===== src/rtl/pc_sequencer.sv =====
// pc_sequencer: fetch-stage PC with step, branch, load and call/return stack.
// Define PC_TRAP_EN to vector to TRAP_ADDR on stack overflow/underflow.
module pc_sequencer #(
  parameter int                ADDR_W      = 8,
  parameter int                STACK_DEPTH = 4,
  parameter logic [ADDR_W-1:0] RESET_ADDR  = '0,
  parameter logic [ADDR_W-1:0] INC_STEP    = ADDR_W'(1),
  parameter logic [ADDR_W-1:0] TRAP_ADDR   = '1
) (
  input  logic                               clk,
  input  logic                               rst_n,
  input  logic                               en,
  input  logic                               pc_load,
  input  logic [ADDR_W-1:0]                  load_addr,
  input  logic                               pc_inc,
  input  logic                               branch_rel,
  input  logic [ADDR_W-1:0]                  rel_offset,
  input  logic                               call,
  input  logic                               ret,
  output logic [ADDR_W-1:0]                  pc,
  output logic [$clog2(STACK_DEPTH+1)-1:0]   sp,
  output logic                               stack_full,
  output logic                               stack_empty,
  output logic                               stack_err,
  output logic                               trap
);

  localparam int SP_W = $clog2(STACK_DEPTH+1);

  logic [ADDR_W-1:0] pc_q, pc_d;
  logic [SP_W-1:0]   sp_q, sp_d;
  logic              err_q, err_d;
  logic [ADDR_W-1:0] stack_q [STACK_DEPTH];
  logic [ADDR_W-1:0] stack_d [STACK_DEPTH];

  logic              sel_ret, sel_call, sel_load;
  logic              sel_br, sel_inc;
  logic              push, err_ev;
  logic              full, empty;
  logic [ADDR_W-1:0] ret_addr, pop_val;

  assign full     = (sp_q == SP_W'(STACK_DEPTH));
  assign empty    = (sp_q == '0);
  assign ret_addr = pc_q + INC_STEP;

  // one-hot winner: ret > call > pc_load > branch_rel > pc_inc
  assign sel_ret  = ret;
  assign sel_call = call & ~ret;
  assign sel_load = pc_load & ~call & ~ret;
  assign sel_br   = branch_rel & ~pc_load & ~call & ~ret;
  assign sel_inc  = pc_inc & ~branch_rel & ~pc_load
                  & ~call & ~ret;

  always_comb begin
    pop_val = '0;
    for (int i = 0; i < STACK_DEPTH; i++) begin
      if (sp_q == SP_W'(i + 1)) pop_val = stack_q[i];
    end
  end

  always_comb begin
    pc_d   = pc_q;
    sp_d   = sp_q;
    err_d  = err_q;
    push   = 1'b0;
    err_ev = 1'b0;
    if (en) begin
      unique case (1'b1)
        sel_ret: begin
          if (empty) begin
            err_ev = 1'b1;
          end else begin
            pc_d = pop_val;
            sp_d = sp_q - SP_W'(1);
          end
        end
        sel_call: begin
          if (full) begin
            err_ev = 1'b1;
          end else begin
            push = 1'b1;
            pc_d = load_addr;
            sp_d = sp_q + SP_W'(1);
          end
        end
        sel_load: pc_d = load_addr;
        sel_br:   pc_d = pc_q + rel_offset;
        sel_inc:  pc_d = pc_q + INC_STEP;
        default:  ;
      endcase
    end
    if (err_ev) err_d = 1'b1;
`ifdef PC_TRAP_EN
    if (err_ev) pc_d = TRAP_ADDR;
`endif
  end

  always_comb begin
    for (int i = 0; i < STACK_DEPTH; i++) begin
      stack_d[i] = stack_q[i];
      if (push && sp_q == SP_W'(i)) stack_d[i] = ret_addr;
    end
  end

  always_ff @(posedge clk or negedge rst_n) begin
    if (!rst_n) begin
      pc_q  <= RESET_ADDR;
      sp_q  <= '0;
      err_q <= 1'b0;
      for (int i = 0; i < STACK_DEPTH; i++) stack_q[i] <= '0;
    end else begin
      pc_q  <= pc_d;
      sp_q  <= sp_d;
      err_q <= err_d;
      for (int i = 0; i < STACK_DEPTH; i++) stack_q[i] <= stack_d[i];
    end
  end

`ifdef PC_TRAP_EN
  logic trap_q, trap_d;

  assign trap_d = err_ev;

  always_ff @(posedge clk or negedge rst_n) begin
    if (!rst_n) trap_q <= 1'b0;
    else        trap_q <= trap_d;
  end

  assign trap = trap_q;
`else
  logic [ADDR_W-1:0] trap_addr_unused;
  assign trap_addr_unused = TRAP_ADDR;
  assign trap             = 1'b0;
`endif

  assign pc          = pc_q;
  assign sp          = sp_q;
  assign stack_full  = full;
  assign stack_empty = empty;
  assign stack_err   = err_q;

endmodule


===== config.mk =====
export PLATFORM = sky130hd
export DESIGN_NAME = pc_sequencer
export DESIGN_NICKNAME = d
export VERILOG_FILES = /design/src/rtl/pc_sequencer.sv
export SDC_FILE = /design/constraint.sdc
export NUM_CORES = 1
export LEC_CHECK = 0
export ABC_AREA = 1
export CAP_MARGIN = 0
export CORE_MARGIN = 8
export CORE_UTILIZATION = 35
export DETAILED_ROUTE_END_ITERATION = 10
export SLEW_MARGIN = 15
export SYNTH_ARGS = -nofsm -noshare
export SYNTH_HDL_FRONTEND = slang
export SYNTH_SLANG_ARGS = --single-unit

===== constraint.sdc =====
create_clock -name clk -period 2.6 [get_ports clk]
set_clock_uncertainty 0.1 [all_clocks]
set_input_delay 0.39 -clock clk [delete_from_list [all_inputs] [get_ports clk]]
set_output_delay 0.39 -clock clk [all_outputs]
set_load 0.05 [all_outputs]

* Word level (Yosys, flattened, before mapping)
Index checks and enable logic that the tools add are counted.
Widths: inputs -> output; s select.
** Word-level totals
- Bits of input ports :: 24
- Register bits after elaboration :: 44
- Word-level logic and storage cells :: 57
- Output and inout port bits :: 15
** Operators by class
- Bitwise operators :: 14
- Muxes and demuxes :: 17
- Eq/ne operators :: 6
- Add/sub/neg operators :: 4
- Reductions and logical operators :: 9
** Operators with widths (number)
- $mux 8 :: 6
- $pmux 8 s5 :: 1
- $and 1x1->1 :: 10
- $add 8x1->8 const B :: 1
- $add 8x8->8 :: 1
- $reduce_and 4->1 :: 2
- $eq 3x2->1 const B :: 2
- $mux 1 :: 6
- $mux 3 :: 2
- $pmux 3 s2 :: 1
- $reduce_bool 5->1 :: 1
- $logic_and 1x1->1 :: 4
- $ne 2x2->1 const B :: 2
- $not 1->1 :: 4
- $add 3x1->3 const B :: 1
- $eq 3x1->1 const B :: 1
- $eq 3x3->1 const B :: 1
- $logic_not 3->1 :: 1
- $sub 3x1->3 const B :: 1
- $pmux 1 s2 :: 1
- $reduce_bool 2->1 :: 1

* Depth between registers and ports, before layout
Gate-level depths: netlist of the first run.
- Depth in word-level cells :: 7
- Gate-level depth with buffers :: 13
- Mapped depth without buffers :: 13

* Worst setup path before layout of the first run
Ideal clock, no wire load.
- Kind :: register to register
- Start :: register sp_q[0], in the netlist sp[0]
- End :: register pc_q[6], in the netlist pc[6]
- Path slack :: 339 ps
- Buffers on the path :: 1
- Required time :: 2381 ps
- Clock period less this slack :: 2261 ps
- Data arrival time :: 2042 ps
- Setup time :: 119 ps
- Cell stages (with the launch flop) :: 12
- Path through :: dfrtp_1 -> inv_1 -> ha_1 -> nand2_1 -> inv_2 -> a21oi_4 -> nand3_4 -> inv_2 -> buf_6 -> nand2_1 -> nor2_1 -> nor2_1
** On the way
- Elaborated cells on any way between the ends :: 14
- Those cells by class :: 6 x eq/ne; 6 x mux; 2 x reduce/logical
** RTL lines
- start: declaration :: RTL line 31 : logic [SP_W-1:0] sp_q, sp_d;
- start signal: assignment :: RTL line 113 : sp_q <= sp_d;
- $eq 3x3->1 * :: RTL line 42 : assign full = (sp_q == SP_W'(STACK_DEPTH));
- named net stack_full :: RTL line 22 : output logic stack_full,
- $mux 8 :: RTL line 57 : if (sp_q == SP_W'(i + 1)) pop_val = stack_q[i];
- $mux 8 :: RTL line 70 : if (empty) begin
- $pmux 8 s5 :: RTL line 68 : unique case (1'b1)
- end signal: assignment :: RTL line 112 : pc_q <= pc_d;
- end: declaration :: RTL line 30 : logic [ADDR_W-1:0] pc_q, pc_d;
Mark *: on every way through the listed nets, which the timed path passes. The rest lies on a longest branch. The select of a mux whose other input is x is not followed.
A chain may end at the register's enable or synchronous reset.

* Worst setup path after layout of the first run
- Start :: register pc_q[5], in the netlist pc[5]
- End :: output pc[5]
** RTL lines
- end: declaration :: RTL line 20 : output logic [ADDR_W-1:0] pc,
No word-level cell between the ends.

==> results of run 1 <==
## registers in the layout (all words and copies together) (netlist names)
register / cells
sp: 3
stack_q: 32
stack_err: 1
pc: 8
## logic make-up (layout without fill, tap and decap cells)
family,count (synthesis),in the layout
simple gates,230,230
buf+inv,73,119
compound gates,58,58
flops,44,44
fa+ha+maj,15,15
xor+xnor,5,5
other cells,1,1
## worst paths after layout
kind	to	slack, ps	depth (start not counted)
worst max-delay path	pc[5]	450	1
worst min-delay path	stack_q[3]$_DFFE_PN0P_	390	2
worst max register to register	stack_q[4]$_DFFE_PN0P_	590	7
worst min register to register	stack_q[3]$_DFFE_PN0P_	390	2
max in group asynchronous	stack_q[19]$_DFFE_PN0P_	1410	3
min in group asynchronous	sp[1]$_DFFE_PN0P_	420	2
## synthesized netlist by cell type, drive strengths merged
library cell / number / area, sq um
nand4: 2 / 12.51
buf: 4 / 28.78
xnor2: 2 / 17.52
and2: 1 / 6.260
nor3: 2 / 21.27
clkbuf: 1 / 3.750
nand2: 144 / 545.5
fa: 1 / 20.02
nor2: 54 / 235.2
inv: 68 / 255.3
dfrtp: 44 / 1101
or2: 3 / 18.77
a21oi: 11 / 66.32
nand3b: 1 / 7.510
o21ai: 40 / 200.2
o21bai: 3 / 22.52
nand3: 23 / 132.6
ha: 14 / 175.2
o22ai: 3 / 18.77
conb: 1 / 3.750
o211ai: 1 / 7.510
xor2: 3 / 26.28
## placed cells by master, fill, tap and decap left out, drive strengths merged
cell type / count
o22ai: 3
nand3: 23
dlygate4sd3: 1
o21ai: 40
nor3: 2
or2: 3
ha: 14
clkinv: 1
nor2: 54
xnor2: 2
o21bai: 3
xor2: 3
buf: 7
o211ai: 1
nand2: 144
dfrtp: 44
fa: 1
a21oi: 11
nand4: 2
conb: 1
clkdlybuf4s50: 34
inv: 68
and2: 1
dlymetal6s2s: 1
clkbuf: 6
bufinv: 1
nand3b: 1
## cell type report
type	count	area, sq um
fillers	850	4617
multi-input cells	309	1538
flip-flops and latches	44	1101
repair buffers	43	425.4
inverters	68	255.2
well taps	105	131.4
clock buffers	6	72.57
clock inverters	2	35.03
## where the power goes
group	internal, mW	switching, mW
logic	0.772	1.42
clock network	0.286	0.241
registers	1.00	0.232
total	2.06	1.90
## metal layers
| metal | vias up | wire length, microns | global-route usage, % |
|---|---|---|---|
| met2 | 44 | 3165 | 20.04 |
| met1 | 1212 | 3652 | 17.92 |
| li1 | 1401 | - | - |
| met3 | 5 | 288 | 2.036 |
| met5 | - | 0 | 0 |
| met4 | 0 | 77 | 3.964 |
## metrics by stage
stage	cell area [sq um]	utilization, %
5_1_grt	3558	43.53
2_1_floorplan	2927	-
3_3_place_gp	3438	42.06
6_report	3558	43.53
3_5_place_dp	3438	42.06
4_1_cts	3556	43.50
## timing repair
item	4_1_cts	5_1_grt
hold endpoints to repair	11	0
hold buffers	1	0
setup endpoints to repair	0	1
resized for setup	0	1
==> flow_summary.toml, run 1 <==
[worst_hold_path]
min_from = "stack_q[3]$_DFFE_PN0P_"
hp-class = "register to register"

[clock_network]
cts.path.max_buffers = 2
clkLatencyLatePin_ps = 300
cts_buffers = 5
postCtsSetupRepairBufs = 0
cts_root_buffer = "clkbuf_8"
cts_tree = "built"
clock-sinks = 44
h-tree-depth = 2
clkTransAtPathRegs_ps = 90

[power]
ir_drop_uv = 713.7
power_density_nw_per_um2 = 1111
power.total_mw = 3.954
p_leak_nw = 1.815

[critical_path]
crit_chain = "clkdlybuf4s50_1"
worstPathRequired_ps = 2110
cp-end-kind = "output port"
crit_slowest_cell = "clkdlybuf4s50_1"
slowest_delay_ps = 860
cp-start-kind = "register"
cp.buffers_inverters = 1
crit_arrival_ps = 1660
critPathTopFamily = "buffers and inverters"
worstSetupPathType = "register to output port"
cp_max_fo = 8
crit_start = "pc[5]$_DFFE_PN0P_"
r2r-start = "sp[0]$_DFFE_PN0P_"

[timing]
rsz0062_at_grt = "false"
setup_violations = 0
timing.final.hold_violations = 0
finalCriticalPeriod_ps = 2151
clock.fmax_mhz = 464.8
tns_ps = 0
tightest_slew_ps = 509.1
layout_setup_ws_ps = 448.8
post-route-period-util_pct = 82.74
drv_slew = 0
hold_ws_ps = 386.6
maxSlewHeadroom_pct = 65.96

[drt]
drtPass1Iterations = 4
vias = 2662
drt-vias-per-instance = 4.614
wl_microns = 7184
drtIter0Drc = 140
final_antenna_net_count = 0
wire_per_inst_microns = 12.45
drcViolationCount = 0

[finish]
fin_nets = 510
area_delta_synth_final_pct = 21.59
n_antenna_cell = 0
fin_cells = 577
drive_above_1_share_pct = 7.415

[die]
die_area_sq_um = 11540
pin_count = 39
die_y_microns = 107.4
core_area_sq_um = 8175
rows = 33
die_w_microns = 107.4
start_util_pct = 35.80

[synthesis]
syn_nets = 465
syn_area_per_cell_sq_um = 6.870
syn_inst = 426
ys_ff_latch = 44
yosysUniqueCellTypes = 33
synth_xor_area_share_pct = 1.496
ys_warn_count = 0
synth-simple-area-share_pct = 33.48
synth_fa_ha_area_share_pct = 6.670
synth_top_family_by_area = "simple AND/OR/NAND/NOR gates"
synth_seq_area_share_pct = 37.62
synth_compound_area_share_pct = 10.77
syn-cell-area_sq_um = 2927
synthMuxAreaShare_pct = 0

[global_route]
grt_max_degree = 21
grt_pass1_wl_microns = 12020
grtUsageTotal_pct = 12.90
antenna_found_initial = 0
grt_overflow = 0
grt_pass1_vias = 2561

[placement]
dp_hpwl_microns = 5731
place_ws_ps = 242.2
port_buffers = 37
place_congestion = 0.8031
place_inst = 568

[flow_run]
max-cap-violations = 0

[outcome]
status = "complete, no violations"
(Power assumes the default switching activity.)
==> run 2: changes to the inputs <==
==> constraint.sdc (replaced) <==
create_clock -name clk -period 1.8 [get_ports clk]
set_clock_uncertainty 0.1 [all_clocks]
set_input_delay 0.27 -clock clk [delete_from_list [all_inputs] [get_ports clk]]
set_output_delay 0.27 -clock clk [all_outputs]
set_load 0.05 [all_outputs]
==> run 2 against run 1 <==
Effect of this change:
- combinational power is 83% higher
- flip-flop and latch count stayed put
- critical path depth grew 12
- register-to-register slack worse by 560 ps
- critical endpoint is now pc[6]$_DFFE_PN0P_
- design area up 15%
- global-route usage grew 1.3 points
- worst setup slack worse by 420 ps
- total power rose by 69%
- largest power group unchanged
- via count grew 7.2%
==> flow_summary.toml, run 2 (synthesis results as in run 1) <==
[global_route]
grt_pass1_wl_microns = 13220
grtUsageTotal_pct = 14.17
antenna_found_initial = 0
grt_max_degree = 27
grt_overflow = 0
grt_pass1_vias = 2842

[critical_path]
crit_arrival_ps = 1870
worstSetupPathType = "register to register"
critical_path.most_common_cell = "nand2_1"
worstPathRequired_ps = 1900
slowest_delay_ps = 390
cp-start-kind = "register"
crit_slowest_cell = "dfrtp_2"
cp-end-kind = "register"
cp.buffers_inverters = 2
cp_max_fo = 3
crit_chain = "ha_4, inv_2, fa_2, inv_2, nand2_2, nand2_2, nand3b_1, nand2_1, nand2_1, nand3_2, nand2_1, nor2_1, nor2_1"
critPathTopFamily = "simple AND/OR/NAND/NOR gates"

[die]
rows = 33
die_y_microns = 107.4
die_w_microns = 107.4
pin_count = 39
core_area_sq_um = 8175
start_util_pct = 35.80
die_area_sq_um = 11540

[drt]
final_antenna_net_count = 0
wl_met2_microns = 3700
wl_microns = 7849
dr_wl_met3_microns = 335
met1Wirelength_microns = 3730
drt-vias-per-instance = 4.641
vias = 2854
top_layer = "met4"
drtPass1Iterations = 4
drcViolationCount = 0
wire_per_inst_microns = 12.76
drtIter0Drc = 113

[placement]
place_ws_ps = -368.7
port_buffers = 37
dp_hpwl_microns = 6174
place_congestion = 0.8446

[timing]
setup_violations = 0
layout_setup_ws_ps = 27.38
finalCriticalPeriod_ps = 1773
clock.fmax_mhz = 564.1
drv_slew = 0
post-route-period-util_pct = 98.48
timing.final.hold_violations = 0
rsz0062_at_grt = "true"

[finish]
final_common_cell = "nand2_1"
n_antenna_cell = 0
fin_nets = 548
most-common-layout-cells = "nand2_1, inv_1, buf_4, nor2_1, o21ai_0"
layout.area.seq_sq_um = 1114
largest-register = "stack_q"
area_delta_synth_final_pct = 39.68
final_core_util_pct = 50.00
largest_reg_flops = 32
drive_above_1_share_pct = 25.88
multi_input_area_sq_um = 1712
fillers = 831

[clock_network]
clkTransAtPathRegs_ps = 90
cts_root_buffer = "clkbuf_8"
cts_tree = "built"
cts.path.max_buffers = 2
cts_buffers = 5
clock-sinks = 44
h-tree-depth = 2
clkLatencyLatePin_ps = 300

[worst_hold_path]
hp-class = "input port to async pin"

[power]
ir_drop_uv = 996.5
power_density_nw_per_um2 = 1632
p_leak_nw = 2.039

[flow_run]
max-cap-violations = 0

[outcome]
status = "complete, no violations"
[run 2: cell types whose count changed in the layout (fill, tap and decap cells not counted), moves of 5 or more]
| cell | before | now |
|---|---|---|
| buf_4 | 5 | 51 |
| clkdlybuf4s50_1 | 34 | 19 |
| dfrtp_1 | 44 | 34 |
| dfrtp_2 | 0 | 10 |
| ha_1 | 14 | 5 |
| inv_1 | 63 | 54 |
| inv_2 | 5 | 12 |
| ha_4 | 0 | 6 |
| nand2_1 | 142 | 136 |
| nand2_2 | 2 | 7 |
[run 2: final timing paths]
path / startpoint / end / slack, ps / cells past startpoint
setup / recovery: pc[0]$_DFFE_PN0P_ / pc[6]$_DFFE_PN0P_ / 30 / 13
hold reg to reg: stack_err$_DFFE_PN0P_ / stack_err$_DFFE_PN0P_ / 390 / 1
min in group clk: stack_err$_DFFE_PN0P_ / stack_err$_DFFE_PN0P_ / 390 / 1
hold / removal: rst_n / stack_err$_DFFE_PN0P_ / 360 / 2
max in group asynchronous: rst_n / pc[1]$_DFFE_PN0P_ / 700 / 3
setup reg to reg: pc[0]$_DFFE_PN0P_ / pc[6]$_DFFE_PN0P_ / 30 / 13
[run 2: metrics by stage]
step,power (mW),hold slack [ps],TNS (ps),instances,area (sq um)
2_1_floorplan,4.160,-125.6,-225.8,426,2989
6_report,6.673,359.6,0,615,4088
5_1_grt,7.264,417.3,-100.8,615,4088
3_3_place_gp,5.427,155.0,-2818,602,3771
3_5_place_dp,5.494,173.7,-3681,602,3771
4_1_cts,6.450,378.6,0,611,3913
[run 2: layout make-up]
class,count,area share (%)
well taps,105,3.214
repair buffers,81,17.94
flip-flops and latches,44,27.24
multi-input cells,309,41.87
clock inverters,2,1.469
inverters,68,6.489
clock buffers,6,1.775
[run 2: per-layer routing]
| layer | GRT usage [%] | vias to the layer above |
|---|---|---|
| met5 | 0 | - |
| met2 | 23.74 | 47 |
| met3 | 2.335 | 7 |
| li1 | - | 1481 |
| met4 | 3.865 | 0 |
| met1 | 18.39 | 1319 |
[run 2: timing repair]
| action | CTS | global route |
|---|---|---|
| pin swaps | 2 | 11 |
| buffers inserted | 0 | 4 |
| endpoints found under the hold margin | 18 | 0 |
| resized for setup | 2 | 36 |
| hold buffers | 1 | 0 |
| endpoints found under the setup margin | 2 | 20 |
[run 2: power by group]
group | leakage (nW) | switching (mW) | internal (mW)
Clock | 0.0654 | 0.360 | 0.555
Sequential | 0.520 | 0.276 | 1.47
Combinational | 1.45 | 2.39 | 1.62
